===== src/rtl/usbf_cfg_pkg.sv =====
// Shared types for the USB function register-init sequencer: FSM states, table record, init contents.
// Pure declarations; no logic, no latency, no flow control.
package usbf_cfg_pkg;

    typedef enum logic [2:0] {
        ST_IDLE,
        ST_WR,
        ST_NEXT,
        ST_READY,
        ST_INT_RD,
        ST_INT_HOLD,
        ST_ERR
    } cfg_state_t;

    localparam int INT_SRC_ADDR_DEFAULT = 0;
    localparam int CFG_ADDR_W = 18;

    typedef struct packed {
        logic [CFG_ADDR_W-1:0] addr;
        logic [31:0]           data;
    } cfg_entry_t;

    // Bring-up image: control, endpoint configs, then interrupt mask last so
    // nothing fires before the endpoints are set up.
    function automatic cfg_entry_t cfg_rom_entry(input int idx);
        cfg_entry_t e;
        case (idx)
            0:       e = '{addr: 18'h0_0008, data: 32'h8000_0040};
            1:       e = '{addr: 18'h0_0010, data: 32'h0000_0200};
            2:       e = '{addr: 18'h0_0014, data: 32'h0000_0201};
            3:       e = '{addr: 18'h0_0018, data: 32'h0000_0102};
            4:       e = '{addr: 18'h0_001C, data: 32'h0000_0103};
            5:       e = '{addr: 18'h0_0020, data: 32'h0000_0000};
            6:       e = '{addr: 18'h0_0024, data: 32'h0000_0000};
            7:       e = '{addr: 18'h0_000C, data: 32'h0000_FFFF};
            default: e = '0;
        endcase
        return e;
    endfunction

endpackage


===== src/rtl/usbf_cfg_seq.sv =====
// Register-init sequencer: walks the init table over Wishbone, then serves interrupt-source reads.
// One idle bus cycle after every ack; stalls on wb_ack_i (bounded by TIMEOUT) and on int_ready_i.
module usbf_cfg_seq
    import usbf_cfg_pkg::*;
#(
    parameter int NUM_ENTRIES  = 8,
    parameter int ADDR_W       = 18,
    parameter int TIMEOUT      = 255,
    parameter int INT_SRC_ADDR = INT_SRC_ADDR_DEFAULT,
    parameter int IDX_W        = (NUM_ENTRIES > 1) ? $clog2(NUM_ENTRIES) : 1
) (
    input  logic              clk_i,
    input  logic              nrst_i,
    input  logic              start_i,
    output logic [IDX_W-1:0]  tbl_idx_o,
    input  logic [ADDR_W-1:0] tbl_addr_i,
    input  logic [31:0]       tbl_data_i,
    output logic [ADDR_W-1:0] wb_addr_o,
    output logic [31:0]       wb_data_o,
    input  logic [31:0]       wb_data_i,
    input  logic              wb_ack_i,
    output logic              wb_we_o,
    output logic              wb_stb_o,
    output logic              wb_cyc_o,
    input  logic              inta_i,
    output logic [31:0]       int_src_o,
    output logic              int_valid_o,
    input  logic              int_ready_i,
    output logic              done_o,
    output logic              err_o
);

    localparam int               TMO_W    = (TIMEOUT > 0) ? $clog2(TIMEOUT + 1) : 1;
    localparam logic [TMO_W-1:0] TMO_MAX  = TMO_W'(TIMEOUT);
    localparam logic [IDX_W-1:0] IDX_LAST = IDX_W'(NUM_ENTRIES - 1);

    cfg_state_t       state;
    logic             bus;
    logic             we;
    logic [TMO_W-1:0] tmo;
    logic             restart;

    // Restart is only honoured between bus cycles so a transfer is never cut short.
    assign restart = start_i && (state == ST_IDLE || state == ST_READY ||
                                 state == ST_INT_HOLD || state == ST_ERR);

    always_ff @(posedge clk_i or negedge nrst_i) begin
        if (!nrst_i) begin
            state       <= ST_IDLE;
            bus         <= 1'b0;
            we          <= 1'b0;
            tmo         <= '0;
            tbl_idx_o   <= '0;
            int_src_o   <= '0;
            int_valid_o <= 1'b0;
            done_o      <= 1'b0;
            err_o       <= 1'b0;
        end else if (restart) begin
            state       <= ST_WR;
            bus         <= 1'b1;
            we          <= 1'b1;
            tmo         <= '0;
            tbl_idx_o   <= '0;
            int_valid_o <= 1'b0;
            done_o      <= 1'b0;
            err_o       <= 1'b0;
        end else begin
            case (state)
                ST_WR, ST_INT_RD: begin
                    // An ack on the last allowed cycle still wins over the timeout.
                    if (wb_ack_i) begin
                        bus <= 1'b0;
                        we  <= 1'b0;
                        if (state == ST_WR) begin
                            state <= ST_NEXT;
                        end else begin
                            int_src_o   <= wb_data_i;
                            int_valid_o <= 1'b1;
                            state       <= ST_INT_HOLD;
                        end
                    end else if (tmo == TMO_MAX) begin
                        bus   <= 1'b0;
                        we    <= 1'b0;
                        err_o <= 1'b1;
                        state <= ST_ERR;
                    end else begin
                        tmo <= tmo + 1'b1;
                    end
                end
                ST_NEXT: begin
                    if (tbl_idx_o == IDX_LAST) begin
                        done_o <= 1'b1;
                        state  <= ST_READY;
                    end else begin
                        tbl_idx_o <= tbl_idx_o + 1'b1;
                        bus       <= 1'b1;
                        we        <= 1'b1;
                        tmo       <= '0;
                        state     <= ST_WR;
                    end
                end
                ST_READY: begin
                    if (inta_i) begin
                        bus   <= 1'b1;
                        we    <= 1'b0;
                        tmo   <= '0;
                        state <= ST_INT_RD;
                    end
                end
                ST_INT_HOLD: begin
                    if (int_ready_i) begin
                        int_valid_o <= 1'b0;
                        state       <= ST_READY;
                    end
                end
                ST_IDLE, ST_ERR: begin
                    state <= state;
                end
                default: begin
                    bus   <= 1'b0;
                    we    <= 1'b0;
                    state <= ST_IDLE;
                end
            endcase
        end
    end

    assign wb_cyc_o = bus;
    assign wb_stb_o = bus;
    assign wb_we_o  = we;

    // Address/data follow the table index register through the ROM, so a
    // restart that zeroes the index presents entry 0 in the first WR cycle.
    always_comb begin
        wb_addr_o = '0;
        wb_data_o = '0;
        if (state == ST_WR) begin
            wb_addr_o = tbl_addr_i;
            wb_data_o = tbl_data_i;
        end else if (state == ST_INT_RD) begin
            wb_addr_o = ADDR_W'(INT_SRC_ADDR);
        end
    end

endmodule


===== config.mk =====
export PLATFORM = sky130hd
export DESIGN_NAME = usbf_cfg_seq
export DESIGN_NICKNAME = d
export VERILOG_FILES = /design/src/rtl/usbf_cfg_pkg.sv /design/src/rtl/usbf_cfg_seq.sv
export SDC_FILE = /design/constraint.sdc
export NUM_CORES = 1
export LEC_CHECK = 0
export ABC_AREA = 1
export CORE_ASPECT_RATIO = 0.75
export CORE_UTILIZATION = 31
export CTS_CLUSTER_DIAMETER = 200
export DETAILED_ROUTE_END_ITERATION = 10
export MAX_ROUTING_LAYER = met4
export PLACE_DENSITY = 0.76
export SLEW_MARGIN = 20
export SYNTH_ARGS = -nofsm -noshare
export SYNTH_HDL_FRONTEND = slang
export SYNTH_SLANG_ARGS = --single-unit

===== constraint.sdc =====
create_clock -name clk_i -period 1.9 [get_ports clk_i]
set_input_delay 0.38 -clock clk_i [delete_from_list [all_inputs] [get_ports clk_i]]
set_output_delay 0.38 -clock clk_i [all_outputs]
set_load 0.1 [all_outputs]

* Word-level counts from Yosys, hierarchy flattened
Index checks and enable logic that the tools add are counted.
** Operators by class
- $add $sub $neg :: 2
- Eq/ne operators :: 20
- Mux-type cells :: 40
- Bitwise logic cells :: 2
- Reductions and logical operators :: 22
** Operator list (number)
- 2-to-1 mux 8 bit :: 5
- 2-to-1 mux 32 bit :: 1
- 2-to-1 mux 3 bit :: 9
- one-hot mux 8 bit (3 select lines) :: 1
- inequality test 3 bit (second input constant) :: 7
- 2-to-1 mux 1 bit :: 18
- 2-to-1 mux 18 bit :: 1
- AND reduction 4 bit :: 4
- one-hot mux 3 bit (5 select lines) :: 1
- == test 3 bit (second input constant) :: 4
- adder 8 x 1 -> 8 bit (second input constant) :: 1
- == test 8 bit (second input constant) :: 1
- one-hot mux 1 bit (4 select lines) :: 2
- nonzero test 2 bit :: 4
- == test 3 x 2 -> 1 bit (second input constant) :: 2
- AND reduction 5 bit :: 1
- inequality test 2 x 1 -> 1 bit (second input constant) :: 2
- inequality test 2 bit (second input constant) :: 2
- inequality test 4 bit (second input constant) :: 1
- AND reduction 2 bit :: 2
- nonzero test 4 bit :: 1
- OR reduction 2 bit :: 2
- adder 3 x 1 -> 3 bit (second input constant) :: 1
- == test 3 x 1 -> 1 bit (second input constant) :: 1
- 9 further kinds :: 12
** Storage, ports and cells
- Flip-flop bits (word level) :: 51
- Input bits :: 88
- Output and inout bits :: 91
- Logic and storage cells :: 95

* Logic depth before layout (Yosys ltp)
- Depth after elaboration :: 7
- Depth in mapped cells :: 11
- Gate-level depth less buffers :: 10

* Least setup slack after synthesis
No wires, ideal clock.
- Path type :: register to output
- Start :: register state[0]
- End :: output wb_addr_o[0]
- Arrival :: 2175 ps
- Required time :: 1520 ps
- Slack :: -655 ps
- Cell stages (with the launch flop) :: 7
- Buffers on the path :: 2
- Cells stage by stage :: dfrtp_1 buf_6 inv_4 nor2_2 nand2_2 clkbuf_1 nor2_1
** On the way
- Cells in the longest elaborated chain, start to end :: 2
** Ends and longest elaborated chain
- start: declaration :: RTL line usbf_cfg_seq.sv:37 : cfg_state_t state;
- start signal: assignment :: RTL line usbf_cfg_seq.sv:117 : state <= state;
- == test 3 x 1 -> 1 bit :: RTL line usbf_cfg_seq.sv:137 : if (state == ST_WR) begin
- 2-to-1 mux 18 bit :: RTL line usbf_cfg_seq.sv:137
- end: declaration :: RTL line usbf_cfg_seq.sv:18 : output logic [ADDR_W-1:0] wb_addr_o,
No other way between the ends.

* Worst setup path in the final report
- Start :: register state[0]
- End :: output wb_data_o[17]
** On the way
- Cells in the longest elaborated chain, start to end :: 2
** Ends and longest elaborated chain
- == test 3 x 1 -> 1 bit :: RTL line usbf_cfg_seq.sv:137
- 2-to-1 mux 32 bit :: RTL line usbf_cfg_seq.sv:137
- end: declaration :: RTL line usbf_cfg_seq.sv:19 : output logic [31:0] wb_data_o,
No other way between the ends.

==> results.rst <==
.. list-table::
   :header-rows: 1

   * - Metric
     - Value
   * - Outcome
     - complete, but fails checks
   * - Violated checks
     - negative setup slack
   * - Arr. time, crit path
     - approximately 1.6 ns
   * - Gate count of the mapped netlist
     - 416
   * - Setup slack of the worst register-to-register path
     - about 0.18 ns
   * - Die extent in x
     - between 100 and 150 um
   * - Sink Count
     - between 50 and 60
   * - Clk root buf
     - sky130_fd_sc_hd__clkbuf_16
   * - Maximum number of pins on one net before global-route repair
     - 52
   * - Total Wirelength
     - between 9000 and 10000 um
   * - Core area
     - slightly above 9000 um^2
   * - Number of filler cells placed in the layout
     - around 720
   * - Antenna violations before repair
     - 0
   * - Setup clock skew after layout
     - roughly 0.0044 ns
   * - Clock latency of the later-clocked register in the worst-skew pair
     - 0.29 ns
   * - Maximum buffer depth of the clock tree
     - 2
   * - Deepest level of the CTS H-tree
     - 2
   * - Slew at the pin closest to its max-slew limit
     - between 0.5 and 0.6 ns
   * - Global placement routability congestion
     - about 0.9
   * - Final setup violation count
     - 49
   * - Mapped cell area
     - around 2900 um^2
   * - Number of antenna repair diodes
     - 0
   * - CP Launch Type
     - flip-flop
   * - Post-DRT Antenna Nets
     - 0
   * - Maximum clock frequency
     - 511 MHz
   * - Register-to-Register Path Depth
     - 9
   * - Proportion of layout cells with a drive suffix above 1
     - between 30% and 40%
   * - CTS tree
     - yes
   * - Number of iterations in the first detailed-routing pass
     - 4
   * - R2R Path Start
     - tbl_idx_o[0]
   * - Vertical die dimension
     - between 80 and 90 um
   * - Vias/cell
     - roughly 4.4
   * - Total clock buffers created by CTS
     - 5
   * - Total gr overflow
     - 0
   * - Number of distinct library cell variants in the gate-level netlist after synthesis
     - 29
   * - Final hold violation count
     - 0
   * - Number of max-slew violations in the final report
     - 0
   * - Part of the cycle the worst path needs
     - 103%
   * - Number of buffers inserted for hold repair after clock tree synthesis
     - 0
   * - Post-place setup slack
     - 0.110 ns
   * - Number of vias after detailed routing
     - approximately 3200
   * - Initial core utilization
     - 32.1%
   * - Final cell area excluding filler cells
     - between 6000 and 7000 um^2
   * - Number of warnings printed during yosys synthesis
     - 0
   * - Aggregate global-route resource usage
     - between 20 and 25%
   * - Reg-to-reg critical path endpoint
     - wb_cyc_o
   * - Minimum period implied by the final worst setup slack
     - about 2 ns
   * - Min-Delay Path Class
     - in2async
   * - Total I/O pin count
     - 179
   * - Signed area change from the synthesized netlist to the final layout
     - 108%
   * - CP endpoint kind
     - output pin
   * - Via count of the first global-routing pass
     - 3120
   * - Total Die Area
     - 9840 um^2
   * - Data required time at the worst endpoint
     - 1.52 ns
   * - Critical path type
     - reg2out
   * - Remaining routing DRC violations
     - 0
   * - Number of buffers added on ports
     - 178
   * - Final #Nets
     - 691
   * - Fin worst setup slack
     - -0.0554 ns
   * - Clock transition at the registers of the reported paths
     - ~0.070 ns
   * - Worst-case headroom to the max-slew limit
     - approximately two thirds
   * - Number of flops mapped to enable cells by yosys
     - 0
   * - Initial DRC count
     - around 220
   * - Placement-stage cell area
     - 5780 um^2
   * - Synthesized area per cell
     - just over 7 um^2
   * - Maximum fanout along the worst path
     - 11
   * - Seq cells post-synth
     - 51
   * - Syn Nets
     - just over 500
   * - Most used flip-flop cell after synthesis
     - sky130_fd_sc_hd__dfrtp_1
   * - Setup repair after global routing missed its margin
     - true
   * - Global-route wire length before repair
     - between 15000 and 20000 um
   * - Routed wire length per instance
     - 13.6 um
   * - Post-detail-place hpwl
     - 7670 um
   * - # Max-Cap Violations
     - 0
   * - Setup TNS
     - -1.46 ns
   * - # rows
     - 30
   * - Share of flip-flops with an asynchronous set or reset
     - 100%
   * - Sequential element share of the synthesized area
     - around 44%
-- per-layer routing --
layer	share of wire (%)	global-route usage, %	vias to the layer above
met3	4.2	3.18	14
met5	0	-	-
li1	-	-	1610
met2	56	36.1	96
met1	38	23.9	1517
met4	1.5	4.60	0
-- cell usage after synthesis, types with 2 or more instances --
master / instances / area [um^2]
sky130_fd_sc_hd__nor2_1: 75 / 282
sky130_fd_sc_hd__nor2_4: 2 / 22.5
sky130_fd_sc_hd__inv_4: 2 / 12.5
sky130_fd_sc_hd__buf_2: 6 / 30.0
sky130_fd_sc_hd__nand4_4: 2 / 42.5
sky130_fd_sc_hd__ha_1: 3 / 37.5
sky130_fd_sc_hd__buf_4: 2 / 15.0
sky130_fd_sc_hd__dfrtp_1: 51 / 1280
sky130_fd_sc_hd__xor2_1: 4 / 35.0
sky130_fd_sc_hd__clkbuf_1: 5 / 18.8
sky130_fd_sc_hd__nand3_1: 19 / 95.1
sky130_fd_sc_hd__buf_6: 3 / 33.8
sky130_fd_sc_hd__nand2_1: 146 / 548
sky130_fd_sc_hd__a21oi_1: 5 / 25.0
sky130_fd_sc_hd__nand2_2: 4 / 25.0
sky130_fd_sc_hd__inv_2: 3 / 11.3
sky130_fd_sc_hd__nand4_1: 6 / 37.5
sky130_fd_sc_hd__xnor2_1: 2 / 17.5
sky130_fd_sc_hd__inv_1: 60 / 225
sky130_fd_sc_hd__nand2_4: 4 / 45.0
sky130_fd_sc_hd__nor2_2: 4 / 25.0
-- logic make-up (layout without fill, tap and decap cells) --
group | after synthesis | after routing | share of synthesized area [%]
simple gates | 267 | 267 | 40.0
compound gates | 8 | 8 | 1.50
buf+inv | 81 | 266 | 11.8
fa+ha+maj | 3 | 3 | 1.28
flops | 51 | 51 | 43.6
xor+xnor | 6 | 6 | 1.79
-- layout make-up --
cell class	instances	area, um^2	share of cell area (%)
Clock buffer	5	125	2.05
Clock inverter	3	47.5	0.780
Inverter	65	249	4.09
Multi-Input combinational cell	284	1700	27.9
Sequential cell	51	1280	21.0
Tap cell	128	160	2.63
Timing Repair Buffer	193	2530	41.6
-- placed cells by master (no fill, tap or decap), drive strengths merged --
master / netlist / final
buf: 11 / 105
nand3b: 1 / 1
nand4: 8 / 8
nor2: 81 / 81
clkbuf: 5 / 7
xor2: 4 / 4
nand3: 20 / 20
inv: 65 / 66
clkdlybuf4s50: 0 / 86
or2: 1 / 1
a2bb2oi: 1 / 1
clkinv: 0 / 1
bufinv: 0 / 1
nor3: 1 / 1
o21ai: 2 / 2
a21oi: 5 / 5
dfrtp: 51 / 51
xnor2: 2 / 2
nand2: 155 / 155
ha: 3 / 3
-- worst max-delay path: stages (launching register included) --
cell and delay (ns):
sky130_fd_sc_hd__dfrtp_1 0.40, sky130_fd_sc_hd__inv_4 0.07, sky130_fd_sc_hd__nor2_4 0.16, sky130_fd_sc_hd__nand2_8 0.14, sky130_fd_sc_hd__clkbuf_16 0.23, sky130_fd_sc_hd__nor2_4 0.12, sky130_fd_sc_hd__buf_12 0.18
-- how the worst max path moves through the flow --
stage / start / to / slack [ns]
2_1_floorplan: state[0] / wb_addr_o[10] / 0.02
3_3_place_gp: wb_ack_i / int_src_o[24] / 0.18
3_5_place_dp: wb_ack_i / int_src_o[2] / 0.11
4_1_cts: state[0] / wb_data_o[11] / -0.08
5_1_grt: state[0] / wb_data_o[17] / -0.10
6_report: state[0] / wb_data_o[17] / -0.06
-- through the flow --
stage	utilization (%)	cells	hold slack [ns]
6_report	66.8	729	0.0798
5_1_grt	66.8	729	0.0852
4_1_cts	65.8	724	0.0869
3_5_place_dp	63.4	714	0.390
3_3_place_gp	63.4	714	0.397
2_1_floorplan	-	416	0.0844
-- flip-flops by register name, summed over array words and instances (netlist names) --
name         cells
done_o           1
err_o            1
int_src_o       32
int_valid_o      1
state            3
tbl_idx_o        3
tmo              8
wb_cyc_o         1
wb_we_o          1
-- timing repair --
item | in CTS | in global routing
setup buffers | 1 | 3
pin swaps | 0 | 3
resized for setup | 3 | 2
gates cloned | 1 | 2
setup endpoints to repair | 50 | 50
Power is left out: the tool's default activity adds up to more than one toggle a clock period on the data nets, which glitch-free logic cannot reach.
